<file path="src/rtl/uart_cmd_ctrl.sv">
// UART command controller: frames opcode+args, drives an LED bank, answers ACK/NAK.
// Optional trailing XOR checksum byte and CHECK state: define UART_CMD_CHECKSUM_EN.
module uart_cmd_ctrl #(
   parameter int         LED_W       = 3,
   parameter int         ARG_BYTES   = 1,
   parameter int         TIMEOUT_CYC = 1000,
   parameter logic [7:0] ACK_BYTE    = 8'h06,
   parameter logic [7:0] NAK_BYTE    = 8'h15
) (
   input  logic             clock,
   input  logic             reset,
   input  logic             rx_valid,
   input  logic [7:0]       rx_data,
   input  logic             rx_err,
   output logic             rx_en,
   output logic             tx_valid,
   output logic [7:0]       tx_data,
   input  logic             tx_ready,
   output logic [LED_W-1:0] led,
   output logic             busy
);

`ifdef UART_CMD_CHECKSUM_EN
   localparam int NBYTES = ARG_BYTES + 1;
   localparam logic [2:0] ARG_CNT = 3'(ARG_BYTES);
`else
   localparam int NBYTES = ARG_BYTES;
`endif
   localparam logic [2:0] LAST = 3'(NBYTES - 1);
   localparam int TW = (TIMEOUT_CYC > 2) ? $clog2(TIMEOUT_CYC) : 1;
   localparam logic [TW-1:0] TMAX = TW'(TIMEOUT_CYC - 1);

   typedef enum logic [2:0] {
      S_IDLE,
      S_ARGS,
      S_CHECK,
      S_EXEC,
      S_RESP,
      S_RESP2
   } state_t;

   state_t           r_state;
   logic [7:0]       r_op;
   logic [LED_W-1:0] r_arg;
   logic [2:0]       r_cnt;
   logic [TW-1:0]    r_timer;
   logic [LED_W-1:0] r_led;
   logic             r_tx_valid;
   logic [7:0]       r_tx_data;
   logic             r_rx_en;
   logic             r_busy;
   logic             r_resp2;
`ifdef UART_CMD_CHECKSUM_EN
   logic [7:0]       r_xor;
   logic [7:0]       r_csum;
`endif

   // Only the low LED_W bits of the packed argument are ever consumed,
   // and those always come from the last argument byte.
   always_ff @(posedge clock or posedge reset) begin
      if (reset) begin
         r_state    <= S_IDLE;
         r_op       <= '0;
         r_arg      <= '0;
         r_cnt      <= '0;
         r_timer    <= '0;
         r_led      <= '0;
         r_tx_valid <= 1'b0;
         r_tx_data  <= '0;
         r_rx_en    <= 1'b1;
         r_busy     <= 1'b0;
         r_resp2    <= 1'b0;
`ifdef UART_CMD_CHECKSUM_EN
         r_xor      <= '0;
         r_csum     <= '0;
`endif
      end else begin
         unique case (r_state)
            S_IDLE: begin
               if (rx_err) begin
                  r_tx_data  <= NAK_BYTE;
                  r_tx_valid <= 1'b1;
                  r_resp2    <= 1'b0;
                  r_rx_en    <= 1'b0;
                  r_busy     <= 1'b1;
                  r_state    <= S_RESP;
               end else if (rx_valid) begin
                  r_op    <= rx_data;
                  r_cnt   <= '0;
                  r_timer <= '0;
                  r_busy  <= 1'b1;
                  r_state <= S_ARGS;
`ifdef UART_CMD_CHECKSUM_EN
                  r_xor   <= rx_data;
`endif
               end
            end
            S_ARGS: begin
               if (rx_err) begin
                  r_tx_data  <= NAK_BYTE;
                  r_tx_valid <= 1'b1;
                  r_resp2    <= 1'b0;
                  r_rx_en    <= 1'b0;
                  r_state    <= S_RESP;
               end else if (rx_valid) begin
                  r_timer <= '0;
                  r_cnt   <= r_cnt + 3'd1;
`ifdef UART_CMD_CHECKSUM_EN
                  if (r_cnt < ARG_CNT) begin
                     r_arg <= rx_data[LED_W-1:0];
                     r_xor <= r_xor ^ rx_data;
                  end else begin
                     r_csum <= rx_data;
                  end
`else
                  r_arg <= rx_data[LED_W-1:0];
`endif
                  if (r_cnt == LAST) begin
                     r_rx_en <= 1'b0;
`ifdef UART_CMD_CHECKSUM_EN
                     r_state <= S_CHECK;
`else
                     r_state <= S_EXEC;
`endif
                  end
               end else if (r_timer == TMAX) begin
                  r_tx_data  <= NAK_BYTE;
                  r_tx_valid <= 1'b1;
                  r_resp2    <= 1'b0;
                  r_rx_en    <= 1'b0;
                  r_state    <= S_RESP;
               end else begin
                  r_timer <= r_timer + 1'b1;
               end
            end
`ifdef UART_CMD_CHECKSUM_EN
            S_CHECK: begin
               if (r_csum == r_xor) begin
                  r_state <= S_EXEC;
               end else begin
                  r_tx_data  <= NAK_BYTE;
                  r_tx_valid <= 1'b1;
                  r_resp2    <= 1'b0;
                  r_state    <= S_RESP;
               end
            end
`endif
            S_EXEC: begin
               r_state    <= S_RESP;
               r_tx_valid <= 1'b1;
               r_tx_data  <= ACK_BYTE;
               r_resp2    <= 1'b0;
               case (r_op)
                  8'h01: r_led <= r_arg;
                  8'h02: r_led <= '0;
                  8'h03: r_led <= LED_W'(1);
                  8'h04: r_led <= r_led ^ r_arg;
                  8'h05: r_resp2 <= 1'b1;
                  default: r_tx_data <= NAK_BYTE;
               endcase
            end
            S_RESP: begin
               if (tx_ready) begin
                  if (r_resp2) begin
                     r_resp2   <= 1'b0;
                     r_tx_data <= 8'(r_led);
                     r_state   <= S_RESP2;
                  end else begin
                     r_tx_valid <= 1'b0;
                     r_rx_en    <= 1'b1;
                     r_busy     <= 1'b0;
                     r_state    <= S_IDLE;
                  end
               end
            end
            S_RESP2: begin
               if (tx_ready) begin
                  r_tx_valid <= 1'b0;
                  r_rx_en    <= 1'b1;
                  r_busy     <= 1'b0;
                  r_state    <= S_IDLE;
               end
            end
            default: begin
               r_tx_valid <= 1'b0;
               r_rx_en    <= 1'b1;
               r_busy     <= 1'b0;
               r_state    <= S_IDLE;
            end
         endcase
      end
   end

   assign rx_en    = r_rx_en;
   assign tx_valid = r_tx_valid;
   assign tx_data  = r_tx_data;
   assign led      = r_led;
   assign busy     = r_busy;

endmodule

</file>
<file path="config.mk">
export PLATFORM = sky130hd
export DESIGN_NAME = uart_cmd_ctrl
export DESIGN_NICKNAME = d
export VERILOG_FILES = /design/src/rtl/uart_cmd_ctrl.sv
export SDC_FILE = /design/constraint.sdc
export NUM_CORES = 1
export LEC_CHECK = 0
export ABC_CLOCK_PERIOD_IN_PS = 5290
export CORE_ASPECT_RATIO = 0.5
export CORE_UTILIZATION = 55
export CTS_CLUSTER_DIAMETER = 200
export CTS_CLUSTER_SIZE = 10
export DETAILED_ROUTE_END_ITERATION = 12
export PLACE_DENSITY_LB_ADDON = 0.2
export RECOVER_POWER = 50
export SLEW_MARGIN = 20
export SYNTH_ARGS = -nofsm -noshare
export SYNTH_HDL_FRONTEND = slang
export SYNTH_SLANG_ARGS = --single-unit
</file>
<file path="constraint.sdc">
create_clock -name clock -period 5.29 [get_ports clock]
set_input_delay 1.058 -clock clock [delete_from_list [all_inputs] [get_ports clock]]
set_output_delay 1.058 -clock clock [all_outputs]
set_load 0.02 [all_outputs]
</file>
==> results of run 1 <==
## placed cells by master (no fill, tap or decap), types with 4 or more instances in the layout
master,n
mux2_2,13
conb_1,4
nand2b_1,4
a21oi_1,13
clkbuf_8,5
nor4_1,5
nand3_1,13
nor2_1,8
a22o_1,5
nand2_1,11
o21bai_1,4
a21o_1,4
dfrtp_1,37
clkdlybuf4s50_1,20
o21ai_0,9
inv_1,11
## flip-flops by register name, indices dropped and copies added, names as in the netlist
name and cells:
r_state 3, r_resp2 1, busy 1, r_cnt 3
led 3, r_timer 10, tx_valid 1, r_op 8
tx_data 4, r_arg 3, rx_en 1
## worst paths after layout
| check | depth (start not counted) | endpoint | slack, ns | startpoint |
|---|---|---|---|---|
| max in group asynchronous | 3 | r_op[1] | 2.24 | reset |
| worst min register to register | 1 | r_cnt[2] | 0.51 | r_cnt[2] |
| worst min-delay path | 1 | r_cnt[2] | 0.51 | r_cnt[2] |
| worst max register to register | 4 | led[1] | 2.48 | r_op[3] |
| min in group asynchronous | 3 | busy | 1.92 | reset |
| worst max-delay path | 5 | tx_data[4] | 2.15 | rx_valid |
## per-layer routing
layer | GRT usage | share of wire
met5 | 0 | 0
met1 | 0.3078 | 0.47
met4 | 0.1048 | 0.010
met3 | 0.05611 | 0.065
met2 | 0.3835 | 0.45
## metrics by stage
stage          utilization  cell area (um2)
2_1_floorplan            -             2210
3_3_place_gp        0.6701             2427
3_5_place_dp        0.6701             2427
4_1_cts             0.7002             2536
5_1_grt             0.6964             2522
6_report            0.6964             2522
## power by group through the flow
stage	Clock [uW]	Sequential, uW	Combinational [uW]
after floorplan	0	466	300
after global placement	0	481	378
after detailed placement	0	485	389
after CTS	249	479	390
after global routing	264	493	417
final	247	479	382
## cell usage after synthesis, drive strengths merged (3+ instances only)
library cell  number
mux2i              3
nor4b              4
or4                3
nand2b             4
nand2             12
nor4               5
ha                 3
inv               11
a2111oi            3
nor2               8
and3               3
a21o               4
a22o               5
dfrtp             37
a21oi             13
buf               10
nand3             13
clkbuf             4
o21ai              9
mux2              15
nor2b              3
o21bai             4
## worst register-to-register path: stages (launching register included)
cell       delay (ns)
dfrtp_1          0.41
or4_4            0.58
a2111oi_0        1.12
o21ai_0          0.28
a22o_1           0.31
## final cells by class
| class | count | area (um2) |
|---|---|---|
| sequential | 38 | 952.2 |
| clock inverter | 3 | 40.04 |
| inverter | 11 | 41.29 |
| clock buffer | 5 | 68.82 |
| fill | 271 | 1100 |
| tap | 51 | 63.81 |
| multi-input combinational | 153 | 1125 |
| timing repair buffer | 24 | 231.5 |
## cells by family after synthesis
| logic type | synth area share |
|---|---|
| compound gates | 0.1912 |
| fa+ha+maj | 0.01708 |
| buf+inv | 0.05805 |
| flops | 0.4331 |
| mux | 0.09049 |
| other cells | 0.001706 |
| simple gates | 0.2083 |
==> out/metrics.cfg, run 1 <==
[clocking]
clk_pin_slew_ns=0.08
postCtsSetupBuffers=0
cts_resized=0
clock_latency_ns=0.29
clockBufferDepth=2
cts_sinks=38
cts_inserted_buffers=5
clockRootBuffer=clkbuf_8
cts_tree=built
postCtsHoldBufs=0
cts-htree-levels=2

[floorplanning]
die_area_mm2=0.004269
die-width_um=91.41
dieHeight_um=46.71
design.core.area_mm2=0.003622
row_count=15
ios=27
initial_utilization=0.6069

[drt]
totalWireLength_mm=4.465
routedWlPerCell_um=15.67
drtIter0Drc=120
first_pass_iters=4
drc=0
ant_nets=0
num_vias=1772
vias_per_cell=6.218

[logic_synthesis]
synth-edff-count=0
synth.avg_cell_area_um2=10.32
synth_top_cell_area_share=0.4212
netlist_top_cells_area=dfrtp_1 42%, mux2_2 6.7%, a21oi_1 3.0%
ys_seq_area_frac=0.4331
synthFlopType=dfrtp_1
netlist_area_mm2=0.002198
ys_types=62
synthCells=213
ys_seq_elements=38
ys_warn_count=0
postSynth.asyncResetShare=1.000
synth_top_area_cell=dfrtp_1

[setup_path]
cp_slowest_stage_delay_ns=0.67
critPathMaxFanout=11
end_kind=flop
worstPathRequired_ns=5.47
slowest_stage=dlygate4sd3_1
setup.worst_path.class=primary input to flop
critPathArrivalTime_ns=3.32
start_kind=primary input
cpLargestDelayFamily=compound AO/OA/AOI/OAI gates
crit_buf_inv=1
crit_chain=dlygate4sd3_1 -> nand4bb_1 -> o31a_1 -> a221oi_4 -> mux2_2

[sta]
holdWs_ns=0.5075
worstMarginPinSlew_ns=1.978
slew-limit-headroom=-0.3188
report.final.hold_viol_count=0
grt_setup_unrepaired=false
period_needed_ns=3.138
slew_violations=39
setup_viol=0
fin_ws_ns=2.152
fin_tns_setup_ns=0
period_share=0.5932
skew_ns=0.003893
clock.fmax_mhz=318.7

[grt]
grt_max_degree=39
grt_pass1_wl_mm=7.562
grt_pass1_vias=1596
antenna_found_initial=0
grtUsageTotal=0.2343
gr-total-overflow=0

[job]
drv_cap=1

[cells_and_area]
n_antenna_cell=0
syn_to_final_growth_pct=14.74
nets=249
drive_gt1_frac=0.1410
final_cells=285

[min_path]
min_path_type=flop to flop

[run_status]
violations=capacitance limit, slew limit
outcome=finished, violations left

[placement]
hpwl_mm=3.159
gp_congestion=0.8267
place_ws_ns=1.900
placed_cells=277
port_buffers=22

[pwr]
p_switching_uw=394.9
powerDensity_mw_per_mm2=439.0
power_frac_seq=0.432
p_leak_uw=0.001027
power.share.combinational=0.345
p_int_uw=712.6
vdd_ir_drop_max_v=0.0002246
p_sw_frac=0.3565
power.total_uw=1107
power_frac_clock=0.223

(Power assumes the default switching activity.)
==> run 2: changes to the inputs <==
- ABC_CLOCK_PERIOD_IN_PS: 5290 -> 3100
- clock period: 5.29 -> 3.1 ns (I/O delays scaled with it)
==> out/metrics.cfg, run 2 (same netlist as run 1, synthesis figures left out) <==
[cells_and_area]
regMostFlops=r_timer
n_antenna_cell=0
drive_gt1_frac=0.1555
syn_to_final_growth_pct=17.87
final_common_cell=dfrtp_1
nets=253
num-fill-cells=244
largest_register_ffs=10
final_cell_mix=37 x dfrtp_1, 18 x clkdlybuf4s50_1, 13 x nand3_1, 13 x mux2_2, 13 x a21oi_1

[clocking]
postCtsHoldBufs=0
clockRootBuffer=clkbuf_8
cts-htree-levels=2
clk_pin_slew_ns=0.08
postCtsSetupBuffers=0
cts_sinks=38
cts_resized=0
cts_tree=built
cts_inserted_buffers=5
clockBufferDepth=2
clock_latency_ns=0.30

[setup_path]
cp_slowest_stage_delay_ns=0.64
setup.worst_path.class=primary input to flop
rrSetupSlack_ns=0.89
critPathArrivalTime_ns=2.70
worstPathRequired_ns=3.33
start_kind=primary input
slowest_stage=or4b_1
end_kind=flop
reg2reg_depth=5
rr_startpoint=r_timer[0]
crit_chain=dlygate4sd3_1 -> clkbuf_1 -> or4b_1 -> or4_1 -> mux2i_1
critPathMaxFanout=10
reg2reg_to=tx_data[4]

[drt]
drc=0
totalWireLength_mm=4.507
routedWlPerCell_um=15.60
ant_nets=0
drtIter0Drc=98
vias_per_cell=6.104
first_pass_iters=4
num_vias=1764

[min_path]
min_path_type=flop to flop
min-delay-start=tx_data[2]
min_delay_path_depth=1
hold_end=tx_data[2]

[grt]
grt_pass1_vias=1575
grt_pass1_wl_mm=7.610
antenna_found_initial=0
grt_max_degree=39
grtUsageTotal=0.2420
gr-total-overflow=0

[placement]
place_ws_ns=0.4344
port_buffers=22
gp_congestion=0.8467
hpwl_mm=3.163

[sta]
grt_setup_unrepaired=false
slew_violations=0
fin_tns_setup_ns=0
period_needed_ns=2.477
clock.fmax_mhz=403.7
setup_viol=0
period_share=0.7990
fin_ws_ns=0.6231
skew_ns=0.005339
slew-limit-headroom=0.6070
report.final.hold_viol_count=0
worstMarginPinSlew_ns=0.5845

[job]
drv_cap=0

[floorplanning]
ios=27
die-width_um=91.41
initial_utilization=0.6069
row_count=15
die_area_mm2=0.004269
design.core.area_mm2=0.003622
dieHeight_um=46.71

[pwr]
powerDensity_mw_per_mm2=779.9
p_leak_uw=0.001059
power.total_uw=2021
vdd_ir_drop_max_v=0.0003915

[run_status]
outcome=finished clean

==> run 2: worst max-delay path: cells and delay by family <==
kind,cells,cell delay [ns]
buf+inv,2,0.77
mux,1,0.13
simple gates,2,1.19
==> run 2: cell type report <==
| cell class | count | area, um2 | area share |
|---|---|---|---|
| Clock buffer | 6 | 82.58 | 0.03187 |
| Clock inverter | 2 | 60.06 | 0.02318 |
| Multi-Input combinational cell | 153 | 1130 | 0.4360 |
| Timing Repair Buffer | 28 | 261.5 | 0.1009 |
| Inverter | 11 | 41.29 | 0.01593 |
| Sequential cell | 38 | 952.2 | 0.3675 |
| Tap cell | 51 | 63.81 | 0.02463 |
==> run 2: worst max path at each step <==
stage,endpoint,from,slack (ns),cells past startpoint
5_1_grt,tx_data[2],rx_valid,0.53,6
6_report,r_timer[6],rx_valid,0.62,5
3_5_place_dp,tx_data[4],rx_valid,0.43,5
2_1_floorplan,r_timer[1],rx_valid,1.02,5
3_3_place_gp,tx_data[0],rx_valid,0.52,5
4_1_cts,tx_data[4],rx_valid,0.75,5
==> run 2: metal layers <==
metal / share of wire / vias to the layer above / GRT usage
met4: 0.014 / 0 / 0.09524
met5: 0 / - / 0
met1: 0.48 / 872 / 0.3175
met2: 0.45 / 45 / 0.4000
met3: 0.058 / 10 / 0.06271
li1: - / 837 / -
==> run 2: report_power, final <==
| group | switching (uW) | internal [uW] | leakage [uW] |
|---|---|---|---|
| clock network | 184 | 343 | 0.0000714 |
| registers | 181 | 638 | 0.000486 |
| logic | 327 | 347 | 0.000502 |
| total | 692 | 1330 | 0.00106 |
==> run 2: per-stage QoR <==
step           hold slack, ns    util  cell area [um2]  cells
3_5_place_dp           0.4890  0.6784             2457    281
6_report               0.5021  0.7154             2591    289
4_1_cts                0.5067  0.7178             2600    289
5_1_grt                0.5418  0.7154             2591    289
3_3_place_gp           0.4708  0.6784             2457    281
2_1_floorplan          0.4640       -             2210    216
==> run 3: changes to the inputs <==
- ABC_CLOCK_PERIOD_IN_PS: 3100 -> 2560
- clock period: 3.1 -> 2.56 ns (I/O delays scaled with it)
==> out/metrics.cfg, run 3 (same netlist as run 1, synthesis figures left out) <==
[sta]
clock.fmax_mhz=438.0
period_needed_ns=2.283
grt_setup_unrepaired=false
slew-limit-headroom=0.3740
skew_ns=0.004462
worstMarginPinSlew_ns=0.9390
fin_tns_setup_ns=0
slew_violations=0
report.final.hold_viol_count=0
setup_viol=0
period_share=0.8919

[cells_and_area]
final_cell_mix=37 x dfrtp_1, 19 x clkdlybuf4s50_1, 13 x nand3_1, 13 x mux2_2, 13 x a21oi_1
multiInputGateArea_mm2=0.001135
final_cells=292
syn_to_final_growth_pct=17.99
num-fill-cells=281
final_common_cell=dfrtp_1
regArea_um2=952.2
drive_gt1_frac=0.1701
n_antenna_cell=0
regMostFlops=r_timer
largest_register_ffs=10
nets=257

[placement]
placed_cells=285
port_buffers=22
gp_congestion=0.8457
hpwl_mm=3.158

[clocking]
postCtsHoldBufs=0
cts_inserted_buffers=5
cts_sinks=38
clock_latency_ns=0.29
clockBufferDepth=2
clockRootBuffer=clkbuf_8
clk_pin_slew_ns=0.07
postCtsSetupBuffers=0
cts-htree-levels=2
cts_resized=0
cts_tree=built

[drt]
drtIter0Drc=111
num_vias=1760
vias_per_cell=6.027
first_pass_iters=4
totalWireLength_mm=4.560
ant_nets=0
routedWlPerCell_um=15.62
drc=0

[pwr]
p_switching_uw=830.1
powerDensity_mw_per_mm2=908.9
power.share.combinational=0.357
power_frac_clock=0.223
p_leak_uw=0.001064
vdd_ir_drop_max_v=0.0004205
p_sw_frac=0.3521
p_int_uw=1527
power_frac_seq=0.420

[run_status]
outcome=finished clean

[floorplanning]
ios=27
dieHeight_um=46.71
initial_utilization=0.6069
design.core.area_mm2=0.003622
die-width_um=91.41
die_area_mm2=0.004269
row_count=15

[setup_path]
setup.worst_path.class=primary input to flop
critPathLaunch=rx_valid
critPathMaxFanout=10
rr_startpoint=r_timer[0]
critPathArrivalTime_ns=2.46
start_kind=primary input
worstPathRequired_ns=2.74
end_kind=flop

[grt]
grt_pass1_wl_mm=7.424
grt_max_degree=39
antenna_found_initial=0
grtUsageTotal=0.2356
grt_pass1_vias=1491
gr-total-overflow=0

[min_path]
min-delay-start=tx_data[0]
min_path_type=flop to flop

[job]
drv_cap=0

-- run 3: stage by stage --
step | cell area, um2 | total power, uW | hold slack [ns] | utilization | setup WS [ns]
after floorplan | 2210 | 1582 | 0.4640 | - | 0.5729
after global placement | 2487 | 1806 | 0.4707 | 0.6867 | 0.1249
after detailed placement | 2487 | 1836 | 0.4874 | 0.6867 | 0.09988
after CTS | 2600 | 2365 | 0.5101 | 0.7178 | 0.3505
after global routing | 2594 | 2498 | 0.5303 | 0.7161 | 0.2029
final | 2594 | 2358 | 0.5066 | 0.7161 | 0.2768
-- run 3: cell type report --
cell class                      instances  area share
Multi-Input combinational cell        153      0.4375
Clock inverter                          1     0.01158
Timing Repair Buffer                   32      0.1114
Inverter                               11     0.01592
Sequential cell                        38      0.3671
Tap cell                               51     0.02460
Clock buffer                            6     0.03184
-- run 3: critical path: stages --
cell             delay (ns)
clkdlybuf4s50_1        0.43
clkbuf_1               0.21
or4_1                  0.53
a21oi_1                0.34
a221oi_4               0.10
mux2_1                 0.33
-- run 3: power groups by stage --
stage	Combinational, uW	Clock (uW)	Sequential, uW
2_1_floorplan	619	0	963
3_3_place_gp	821	0	985
3_5_place_dp	843	0	993
4_1_cts	848	533	984
5_1_grt	920	552	1030
6_report	842	525	990
-- run 3: worst paths after layout --
kind                                   end  slack [ns]  cells past startpoint
worst max-delay path            tx_data[2]        0.28                      6
worst min-delay path            tx_data[0]        0.51                      1
worst max register to register  tx_data[4]        0.43                      5
worst min register to register  tx_data[0]        0.51                      1
max in group asynchronous       r_timer[3]        1.04                      3
min in group asynchronous       r_state[0]        0.94                      3
-- run 3: per-layer routing --
| metal | GRT usage | wire, um | vias up | share of wire |
|---|---|---|---|---|
| met3 | 0.05281 | 248 | 8 | 0.054 |
| met1 | 0.3487 | 2331 | 842 | 0.51 |
| met4 | 0.1016 | 68 | 0 | 0.015 |
| met5 | 0 | 0 | - | 0 |
| li1 | - | - | 845 | - |
| met2 | 0.3338 | 1911 | 65 | 0.42 |
